## src/rtl/vga_cursor_pkg.sv

```systemverilog
// Shared defaults for the text-mode cursor/blink generator family.
package vga_cursor_pkg;
  localparam int DEF_MAX_SKEW    = 3;
  localparam int DEF_SKEW_W      = 2;
  localparam int DEF_BLINK_W     = 5;
  localparam int DEF_RSEL_W      = 3;
  localparam int DEF_SCAN_W      = 5;
  // Blink-counter bit that reproduces the legacy 16/32-frame cursor rate.
  localparam int LEGACY_RATE_SEL = 3;
endpackage

```

## src/rtl/cursor_skew_pipe.sv

```systemverilog
// Cursor-attribute skew pipe: advances on each character load and selects a
// tap by the programmed skew; overrange skew clamps to the deepest tap.
module cursor_skew_pipe #(
  parameter int MAX_SKEW = 3,
  parameter int SKEW_W   = 2
) (
  input  logic              clk,
  input  logic              rst,
  input  logic              shift_ld,
  input  logic              din,
  input  logic [SKEW_W-1:0] skew,
  output logic              dout
);
  logic [MAX_SKEW-1:0] pipe_q, pipe_d;

  always_comb begin
    pipe_d[0] = din;
    for (int k = 1; k < MAX_SKEW; k++) pipe_d[k] = pipe_q[k-1];
  end

  always_ff @(posedge clk or posedge rst) begin
    if (rst)           pipe_q <= '0;
    else if (shift_ld) pipe_q <= pipe_d;
  end

  // Last tap with k < skew wins, which also clamps skew > MAX_SKEW.
  always_comb begin
    dout = din;
    for (int k = 0; k < MAX_SKEW; k++)
      if (int'(skew) > k) dout = pipe_q[k];
  end
endmodule

```

## src/rtl/text_cursor_gen.sv

```systemverilog
// Text-mode cursor generator: skewed cursor attribute, scan-line window,
// vsync-driven blink counter and final cursor bit for the serializer.
module text_cursor_gen
  import vga_cursor_pkg::*;
#(
  parameter int MAX_SKEW = DEF_MAX_SKEW,
  parameter int SKEW_W   = DEF_SKEW_W,
  parameter int BLINK_W  = DEF_BLINK_W,
  parameter int RSEL_W   = DEF_RSEL_W,
  parameter int SCAN_W   = DEF_SCAN_W,
  parameter bit REG_OUT  = 1'b0
) (
  input  logic              t_crt_clk,
  input  logic              h_reset,
  input  logic              c_shift_ld,
  input  logic              m_att_cursor,
  input  logic [SKEW_W-1:0] c_cursor_skew,
  input  logic              c_cursor_dis,
  input  logic [SCAN_W-1:0] c_cur_start,
  input  logic [SCAN_W-1:0] c_cur_end,
  input  logic [SCAN_W-1:0] c_row_scan,
  input  logic              c_t_vsync,
  input  logic              ar12_b4,
  input  logic [RSEL_W-1:0] c_cur_rate_sel,
  output logic              cursor_blink_rate,
  output logic              char_blink_rate,
  output logic              vsync_rise,
  output logic              finalcursor
);
  localparam int SEL_MAX = BLINK_W - 2;

  logic               skew_out;
  logic               vs_q;
  logic [BLINK_W-1:0] blink_q, blink_d;
  logic               bsel;
  logic               in_win;
  logic               cur;

  cursor_skew_pipe #(.MAX_SKEW(MAX_SKEW), .SKEW_W(SKEW_W)) u_skew (
    .clk      (t_crt_clk),
    .rst      (h_reset),
    .shift_ld (c_shift_ld),
    .din      (m_att_cursor),
    .skew     (c_cursor_skew),
    .dout     (skew_out)
  );

  // vs_q resets high so a vsync already asserted at release is not counted.
  assign vsync_rise = c_t_vsync & ~vs_q;

  always_comb begin
    blink_d = blink_q;
    if (ar12_b4)         blink_d = '0;
    else if (vsync_rise) blink_d = blink_q + {{(BLINK_W-1){1'b0}}, 1'b1};
  end

  always_ff @(posedge t_crt_clk or posedge h_reset) begin
    if (h_reset) begin
      vs_q    <= 1'b1;
      blink_q <= '0;
    end else begin
      vs_q    <= c_t_vsync;
      blink_q <= blink_d;
    end
  end

  // Rate select clamps to BLINK_W-2 so the cursor always outpaces char blink.
  always_comb begin
    bsel = blink_q[0];
    for (int k = 0; k <= SEL_MAX; k++)
      if (int'(c_cur_rate_sel) >= k) bsel = blink_q[k];
  end

  assign cursor_blink_rate = ~bsel;
  assign char_blink_rate   = blink_q[BLINK_W-1];

  assign in_win = (c_cur_start <= c_cur_end) &&
                  (c_row_scan >= c_cur_start) && (c_row_scan <= c_cur_end);

  assign cur = skew_out & cursor_blink_rate & in_win & ~c_cursor_dis;

  generate
    if (REG_OUT) begin : g_reg
      logic fc_q;
      always_ff @(posedge t_crt_clk or posedge h_reset) begin
        if (h_reset) fc_q <= 1'b0;
        else         fc_q <= cur;
      end
      assign finalcursor = fc_q;
    end else begin : g_comb
      assign finalcursor = cur;
    end
  endgenerate
endmodule

```

## config.mk

```make
export PLATFORM = sky130hd
export DESIGN_NAME = text_cursor_gen
export DESIGN_NICKNAME = d
export VERILOG_FILES = /design/src/rtl/vga_cursor_pkg.sv /design/src/rtl/cursor_skew_pipe.sv /design/src/rtl/text_cursor_gen.sv
export SDC_FILE = /design/constraint.sdc
export NUM_CORES = 1
export LEC_CHECK = 0
export ABC_AREA = 0
export CAP_MARGIN = 5
export CORE_MARGIN = 2
export CORE_UTILIZATION = 43
export DETAILED_ROUTE_END_ITERATION = 7
export GPL_TIMING_DRIVEN = 0
export PLACE_DENSITY = 0.79
export RECOVER_POWER = 50
export SLEW_MARGIN = 30
export SYNTH_ARGS = -nofsm -noshare
export SYNTH_HDL_FRONTEND = slang
export SYNTH_HIERARCHICAL = 1
export SYNTH_SLANG_ARGS = --single-unit
```

## constraint.sdc

```tcl
create_clock -name t_crt_clk -period 1.5 [get_ports t_crt_clk]
set_clock_uncertainty 0.05 [all_clocks]
set_input_delay 0.15 -clock t_crt_clk [delete_from_list [all_inputs] [get_ports t_crt_clk]]
set_output_delay 0.15 -clock t_crt_clk [all_outputs]
set_load 0.005 [all_outputs]
```

Yosys cells after proc, flatten, opt, wreduce, memory -nomap -nowiden
Index checks and enable logic that the tools add are counted.

Add/subtract/negate cells: 1. $lt $le $gt $ge: 9. Mux-type cells: 8. Bitwise gates (word level): 7. Reductions and logical operators: 3.

Operators with widths (count): $le A5 B5 Y1 (2); $mux W5 (2); $ge A3 B2 Y1 const B (2); $mux W1 (6); $add A5 B1 Y5 const B (1); $ge A5 B5 Y1 (1); $and A1 B1 Y1 (4); $gt A2 B1 Y1 const B (2); $ge A3 B1 Y1 const B (1); $not A1 Y1 (3); $gt A2 B2 Y1 const B (1); $logic_and A1 B1 Y1 (2); $reduce_bool A2 Y1 (1).

Flip-flop bits (word level): 9. Bits of input ports: 27. Output and inout port bits: 4. Logic and storage cells: 31.

Depth between registers and ports, before layout
Gate-level depths: netlist of run 1.

Word-level depth: 8. Mapped depth: 6. Mapped depth without buffers: 6.

Hierarchy
The synthesis of run 1 kept the hierarchy.

By module, submodules not included: text_cursor_gen (times used 1, cells an instance 76, area each 675.6 um^2, seq. area each 151.4 um^2); cursor_skew_pipe (times used 1, cells an instance 8, area each 135.1 um^2, seq. area each 75.1 um^2).

Least setup slack after synthesis of run 1
No wires, ideal clock.

Kind: flip-flop to output port. From: reg blink_q[0]. To: out finalcursor. Arrival time: 1.300 ns. Data required time: 1.300 ns. Path slack: 0.000 ns. Cell stages (with the launch flop): 5. Path buffers: 0. Cell sequence: dfrtp_1 > mux2_4 > a221oi_2 > nand3b_1 > nor4_2.

Longest elaborated chain between the ends: 7.

Ends and longest elaborated chain: start, declared (line text_cursor_gen.sv:34) `logic [BLINK_W-1:0] blink_q, blink_d;`; start signal, assigned (line text_cursor_gen.sv:63) `blink_q <= blink_d;`; $mux W1 (3 in series) (line text_cursor_gen.sv:71) `if (int'(c_cur_rate_sel) >= k) bsel = blink_q[k];`; $not A1 Y1 (line text_cursor_gen.sv:74) `assign cursor_blink_rate = ~bsel;`; net cursor_blink_rate (line text_cursor_gen.sv:25) `output logic cursor_blink_rate,`; $and A1 B1 Y1 (3 in series) (line text_cursor_gen.sv:80) `assign cur = skew_out & cursor_blink_rate & in_win & ~c_cursor_dis;`; end, declared (line text_cursor_gen.sv:28) `output logic finalcursor`.

The timed path passes the listed nets, and every way through them passes these cells.

Worst setup path after layout of run 1
From: reg blink_q[0]. To: out finalcursor.

Longest elaborated chain between the ends: 7.

Ends and longest elaborated chain (line): $mux W1 (3 in series) (text_cursor_gen.sv:71); $not A1 Y1 (text_cursor_gen.sv:74); $and A1 B1 Y1 (3 in series) (text_cursor_gen.sv:80).

Every way passes these cells.

==> flow_summary.toml, run 1 <==
[floorplanning]
die_y_um = 47.4
die_w_um = 47.4
initial_core_util_pct = 46.5
ioPinCount = 31
fp.coreArea_um2 = 1750
fp-row-count = 15
dieArea_um2 = 2250

[layout]
layout-drive-gt1-share_pct = 23.8
multi_input_area_um2 = 604
diodes = 0
nFillCells = 134
nets = 166
area_growth_pct = 54.8
stdcell_area_um2 = 1250
regArea_um2 = 226

[critical_path]
crit_path_end = "finalcursor"
crit_family = "flip-flops"
cp.required_ns = 1.30
worstRegToRegCells = 6
cp-end-kind = "primary output"
crit_type = "reg -> out"
cpPeakStageDelay_ns = 0.38
crit_buf_inv = 1
reg2reg_from = "vs_q$_DFF_PP1_"
cp_slowest_cell = "dfrtp_1"
cp.depth = 5
start_kind = "flip-flop"
rrSetupSlack_ns = 0.17
crit_arrival_ns = 1.68
startpoint = "blink_q[0]$_DFFE_PP0P_"
r2r_end = "blink_q[3]$_DFFE_PP0P_"
path_max_fanout = 2
crit_path_cell_trace = "mux2_4, a221oi_4, nand3b_1, nor4_2, buf_2"

[synthesis]
syn_inst = 84
synth_top_area_cell = "dfrtp_1"
synth-compound-area-share_pct = 11.3
synth_sequential_area_ratio_pct = 27.9
syn_nets = 127
synth.area.top_cells = "dfrtp_1 25%, ha_1 25%, inv_1 6.0%"
synthesis.area_um2 = 811
avgSynthCellArea_um2 = 9.65
yosys.area_share.adder_pct = 24.7
synth_seq_cells = 9
synthArstFlopShare_pct = 100
ys.warnings.count = 6
muxShareOfSynthArea_pct = 10.0
synthTopCellsByCount = "16 x ha_1, 13 x inv_1, 9 x nor2_1, 8 x dfrtp_1, 5 x a21oi_1"
synth_top_family_by_area = "adder cells"
synth-edff-count = 0
synth_xor_xnor_area_share_pct = 4.32
yosysTopAreaCellShare_pct = 24.7
synthFlopType = "dfrtp_1"
synth_cell_type_count = 28
synth_simple_gate_area_share_pct = 15.3
yosysMostFrequentCell = "ha_1"

[drt]
via_per_inst = 5.05
ant_nets = 0
drtIter0Drc = 11
drt-wirelength-per-cell_um = 12.5
vias = 742
finalWirelength_um = 1840
drt_pass1_iterations = 4
drc_errors = 0

[sta]
worst_slew_pin_slew_ns = 0.229
hold_viol_final = 0
timing.fmax_mhz = 531
slew_violations = 0
setup_violations = 2
rsz0062_at_grt = "yes"
setup_slack_ns = -0.383
relSlewSlack_pct = 84.7
fin_crit_ns = 1.88
min_period_over_period_pct = 126

[grt]
antenna_found_initial = 0
grtUsageMet1_pct = 22.2
grt_max_degree = 7
grt_busiest_layer = "met2"
grt_pass1_vias = 738
grt_util_met3_pct = 2.26
globalRouteTotalUtil_pct = 19.3
overflow = 0
grt_pass1_wl_um = 3020
met2_usage_pct = 37.0

[cts]
cts.sinks = 9
hold_buffers = 0
htreeDepth = 1
cts_tree = "yes"
cts_buffer_depth = 2
clk_pin_slew_ns = 0.06
clockRootBuffer = "clkbuf_4"
cts_buffers = 3
clkLatencyLatePin_ns = 0.24

[outcome]
status = "complete, but fails checks"
failed_checks = "negative setup slack"

[place]
post_dp_cell_area_um2 = 1140
dp.final_hpwl_um = 1480
routabilityCongestion = 0.761
io_buffers = 30
place_ws_ns = -1.06

[power]
power_w = 0.000690
p_leak_nw = 0.592
powerDensity_nw_per_um2 = 550
ir_drop_mv = 0.751

[hold_path]
hold_class = "in -> async"

[job]
maxCapViolCount = 0
==> how the worst min path moves through the flow <==
stage | from | endpoint | slack, ns | cells past startpoint
detailed placement | h_reset | u_skew/pipe_q[0]$_DFFE_PP0P_ | 0.31 | 2
global placement | h_reset | u_skew/pipe_q[2]$_DFFE_PP0P_ | 0.31 | 2
finish | h_reset | u_skew/pipe_q[2]$_DFFE_PP0P_ | 0.18 | 2
CTS | h_reset | u_skew/pipe_q[2]$_DFFE_PP0P_ | 0.04 | 2
floorplan | h_reset | u_skew/pipe_q[0]$_DFFE_PP0P_ | -0.15 | 1
global route | h_reset | u_skew/pipe_q[0]$_DFFE_PP0P_ | 0.19 | 2
==> where the power goes <==
part | internal, W | leakage (nW) | switching [W]
Sequential | 0.000261 | 0.115 | 0.00000996
Combinational | 0.000144 | 0.463 | 0.000102
Clock | 0.000102 | 0.0150 | 0.0000711
==> stage by stage <==
| step | cells | util [%] | TNS, ns | hold WS [ns] |
|---|---|---|---|---|
| floorplan | 84 | - | 0 | -0.146 |
| CTS | 147 | 71.9 | -0.547 | 0.0445 |
| finish | 147 | 71.9 | -0.533 | 0.178 |
| global placement | 139 | 65.4 | -1.87 | 0.306 |
| global route | 147 | 71.9 | -0.705 | 0.191 |
| detailed placement | 139 | 65.4 | -1.99 | 0.307 |
==> metal layers <==
| layer | share of wire [%] | vias up |
|---|---|---|
| met3 | 5.3 | 2 |
| met5 | 0 | - |
| met4 | 0.54 | 0 |
| li1 | - | 376 |
| met1 | 42 | 336 |
| met2 | 52 | 28 |
==> cell families (layout without fill, tap and decap cells) <==
group | count (synthesis) | count (layout)
simple gates | 22 | 22
fa+ha+maj | 16 | 16
buf+inv | 14 | 52
compound gates | 13 | 13
flops | 9 | 9
mux | 6 | 6
xor+xnor | 4 | 4
==> flip-flops by register name (all words and copies together), names as in the netlist <==
name           cells
u_skew/pipe_q      3
vs_q               1
blink_q            5
==> cells in the final DEF (no fill, tap or decap), types with 2 or more instances in the layout <==
cell type	n
clkdlybuf4s50_1	15
ha_1	12
dlygate4sd2_1	12
nor2_1	9
inv_1	9
dfrtp_1	8
clkbuf_4	4
inv_2	4
a21oi_1	4
ha_4	4
buf_4	4
xor2_1	3
nand4_1	3
mux2_2	3
nand2_1	2
nand3_1	2
nand3b_1	2
dlygate4sd3_1	2
==> worst register-to-register path: cells and delay by family, from the launching register on <==
family | cells | cell delay (ns)
XOR/XNOR | 1 | 0.16
flip-flops | 1 | 0.54
buffers and inverters | 2 | 0.28
AND/OR/NAND/NOR | 3 | 0.19
==> layout make-up <==
| type | count | area share (%) |
|---|---|---|
| tap | 25 | 2.49 |
| multi-input combinational | 61 | 48.2 |
| timing repair buffer | 34 | 24.7 |
| buffer | 1 | 0.598 |
| sequential | 9 | 18.0 |
| clock buffer | 4 | 2.09 |
| inverter | 13 | 3.89 |
==> repair_timing <==
action,in CTS,in global routing
gates resized for setup,32,0
pin swaps,11,3
setup buffers,4,0
endpoints found under the setup margin,3,2
Power figures use the tool's default switching activity.
==> run 2, diff against run 1 <==
==> constraint.sdc (replaced) <==
create_clock -name t_crt_clk -period 1.5 [get_ports t_crt_clk]
set_clock_uncertainty 0.05 [all_clocks]
set_input_delay 0.15 -clock t_crt_clk [delete_from_list [all_inputs] [get_ports t_crt_clk]]
set_output_delay 0.15 -clock t_crt_clk [all_outputs]
set_load 0.01 [all_outputs]
==> run 2 against run 1 <==
Effect of this change:
- the flow still finishes with violations (negative setup slack)
- worst hold slack got worse by 0.013 ns
- setup slack improved by 0.039 ns
- die area is the same
- sequential power is essentially flat
- highest routed layer unchanged
- via count is 0.81% higher
- combinational power increased by 6%
==> flow_summary.toml, run 2 (synthesized netlist as in run 1, its figures left out) <==
[drt]
vias = 748
drtIter0Drc = 6
ant_nets = 0
drt-wirelength-per-cell_um = 12.8
drt_pass1_iterations = 4
drc_errors = 0
via_per_inst = 5.02
finalWirelength_um = 1910

[layout]
largest_register = "blink_q"
area_growth_pct = 59.6
largest_reg_flops = 5
final_cell_mix = "13 x ha_1, 12 x clkdlybuf4s50_1, 10 x dlymetal6s2s_1"
final_cells = 149
diodes = 0
nets = 168
stdcell_area_um2 = 1290
layout-drive-gt1-share_pct = 25.8
post-route-util_pct = 74.1
largestRegisters = "blink_q: 5 flops, u_skew/pipe_q: 3 flops, vs_q: 1 flops"
final_common_cell = "ha_1"

[floorplanning]
die_y_um = 47.4
dieArea_um2 = 2250
fp.coreArea_um2 = 1750
initial_core_util_pct = 46.5
die_w_um = 47.4
fp-row-count = 15
ioPinCount = 31

[job]
maxCapViolCount = 0

[cts]
clockRootBuffer = "clkbuf_4"
clk_pin_slew_ns = 0.06
cts_buffer_depth = 2
cts_tree = "yes"
cts.sinks = 9
clkLatencyLatePin_ns = 0.26
htreeDepth = 1
cts_buffers = 3
hold_buffers = 0

[place]
io_buffers = 30
routabilityCongestion = 0.761
dp_cells = 139
post_dp_cell_area_um2 = 1160
dp.final_hpwl_um = 1460

[sta]
setup_violations = 2
setup_slack_ns = -0.344
timing.fmax_mhz = 542
rsz0062_at_grt = "yes"
hold_viol_final = 0
relSlewSlack_pct = 85.0
worst_slew_pin_slew_ns = 0.223
slew_violations = 0
fin_crit_ns = 1.84
min_period_over_period_pct = 123
hold_ws_ns = 0.165

[outcome]
failed_checks = "negative setup slack"
status = "complete, but fails checks"

[grt]
antenna_found_initial = 0
overflow = 0
globalRouteTotalUtil_pct = 17.7
grt_pass1_vias = 692
grt_max_degree = 7
grt_pass1_wl_um = 2780

[power]
ir_drop_mv = 0.508
powerDensity_nw_per_um2 = 556
power_w = 0.000720
p_leak_nw = 0.679

[critical_path]
cp-end-kind = "primary output"
start_kind = "input port"
path_max_fanout = 3
crit_type = "in -> out"
crit_arrival_ns = 1.64
cp.required_ns = 1.30

[hold_path]
hold_class = "in -> async"
## run 2: cell types whose count changed in the layout (fill, tap and decap cells not counted), sizes merged
cell,delta
dlygate4sd2,-10
dlymetal6s2s,+10
buf,+3
clkdlybuf4s15,+1
clkbuf,+1
clkdlybuf4s50,-3
## run 2: path summary, 6_finish.rpt
path / from / endpoint / slack, ns / cells after the start
max: c_cur_end[3] / finalcursor / -0.34 / 8
min: h_reset / u_skew/pipe_q[2]$_DFFE_PP0P_ / 0.17 / 2
max reg2reg: blink_q[0]$_DFFE_PP0P_ / blink_q[4]$_DFFE_PP0P_ / 0.19 / 6
min reg2reg: u_skew/pipe_q[2]$_DFFE_PP0P_ / u_skew/pipe_q[2]$_DFFE_PP0P_ / 0.46 / 1
max in group asynchronous: h_reset / vs_q$_DFF_PP1_ / 0.94 / 2
min in group t_crt_clk: c_t_vsync / vs_q$_DFF_PP1_ / 0.40 / 1
## run 2: area by class of cell
class | instances | area [µm²]
clock buffer | 4 | 26.3
buffer | 1 | 5.00
tap | 25 | 31.3
fill | 126 | 452
inverter | 13 | 48.8
multi-input combinational | 61 | 597
timing repair buffer | 36 | 359
sequential | 9 | 226
## run 2: layer usage
metal	vias to the layer above	global-route usage [%]	wire length, µm
li1	380	-	-
met1	350	21.1	827
met2	16	30.5	1010
met3	2	3.40	66
met4	0	8.33	6
met5	-	0	0
## run 2: worst max-delay path: stages
cell	delay, ns
dlygate4sd2_1	0.24
inv_2	0.07
ha_4	0.20
a21oi_2	0.11
a21boi_1	0.07
o32a_1	0.38
nor4_4	0.25
buf_2	0.17
## run 2: repair_timing
action / in CTS / in global routing
buffers inserted: 2 / 4
gates resized for setup: 19 / 19
pin swaps: 5 / 10
endpoints found under the setup margin: 3 / 3
## run 2: per-stage QoR
| step | setup WS [ns] | TNS, ns |
|---|---|---|
| after global placement | -1.06 | -1.87 |
| after CTS | -0.471 | -0.522 |
| after detailed placement | -1.07 | -1.94 |
| after global routing | -0.419 | -0.607 |
| final | -0.344 | -0.468 |
| after floorplan | 0.000157 | 0 |
## run 2: power breakdown
| part | internal [W] | switching (W) |
|---|---|---|
| combinational | 0.000150 | 0.000111 |
| sequential | 0.000261 | 0.00000967 |
| clock | 0.000103 | 0.0000857 |
| total | 0.000513 | 0.000207 |
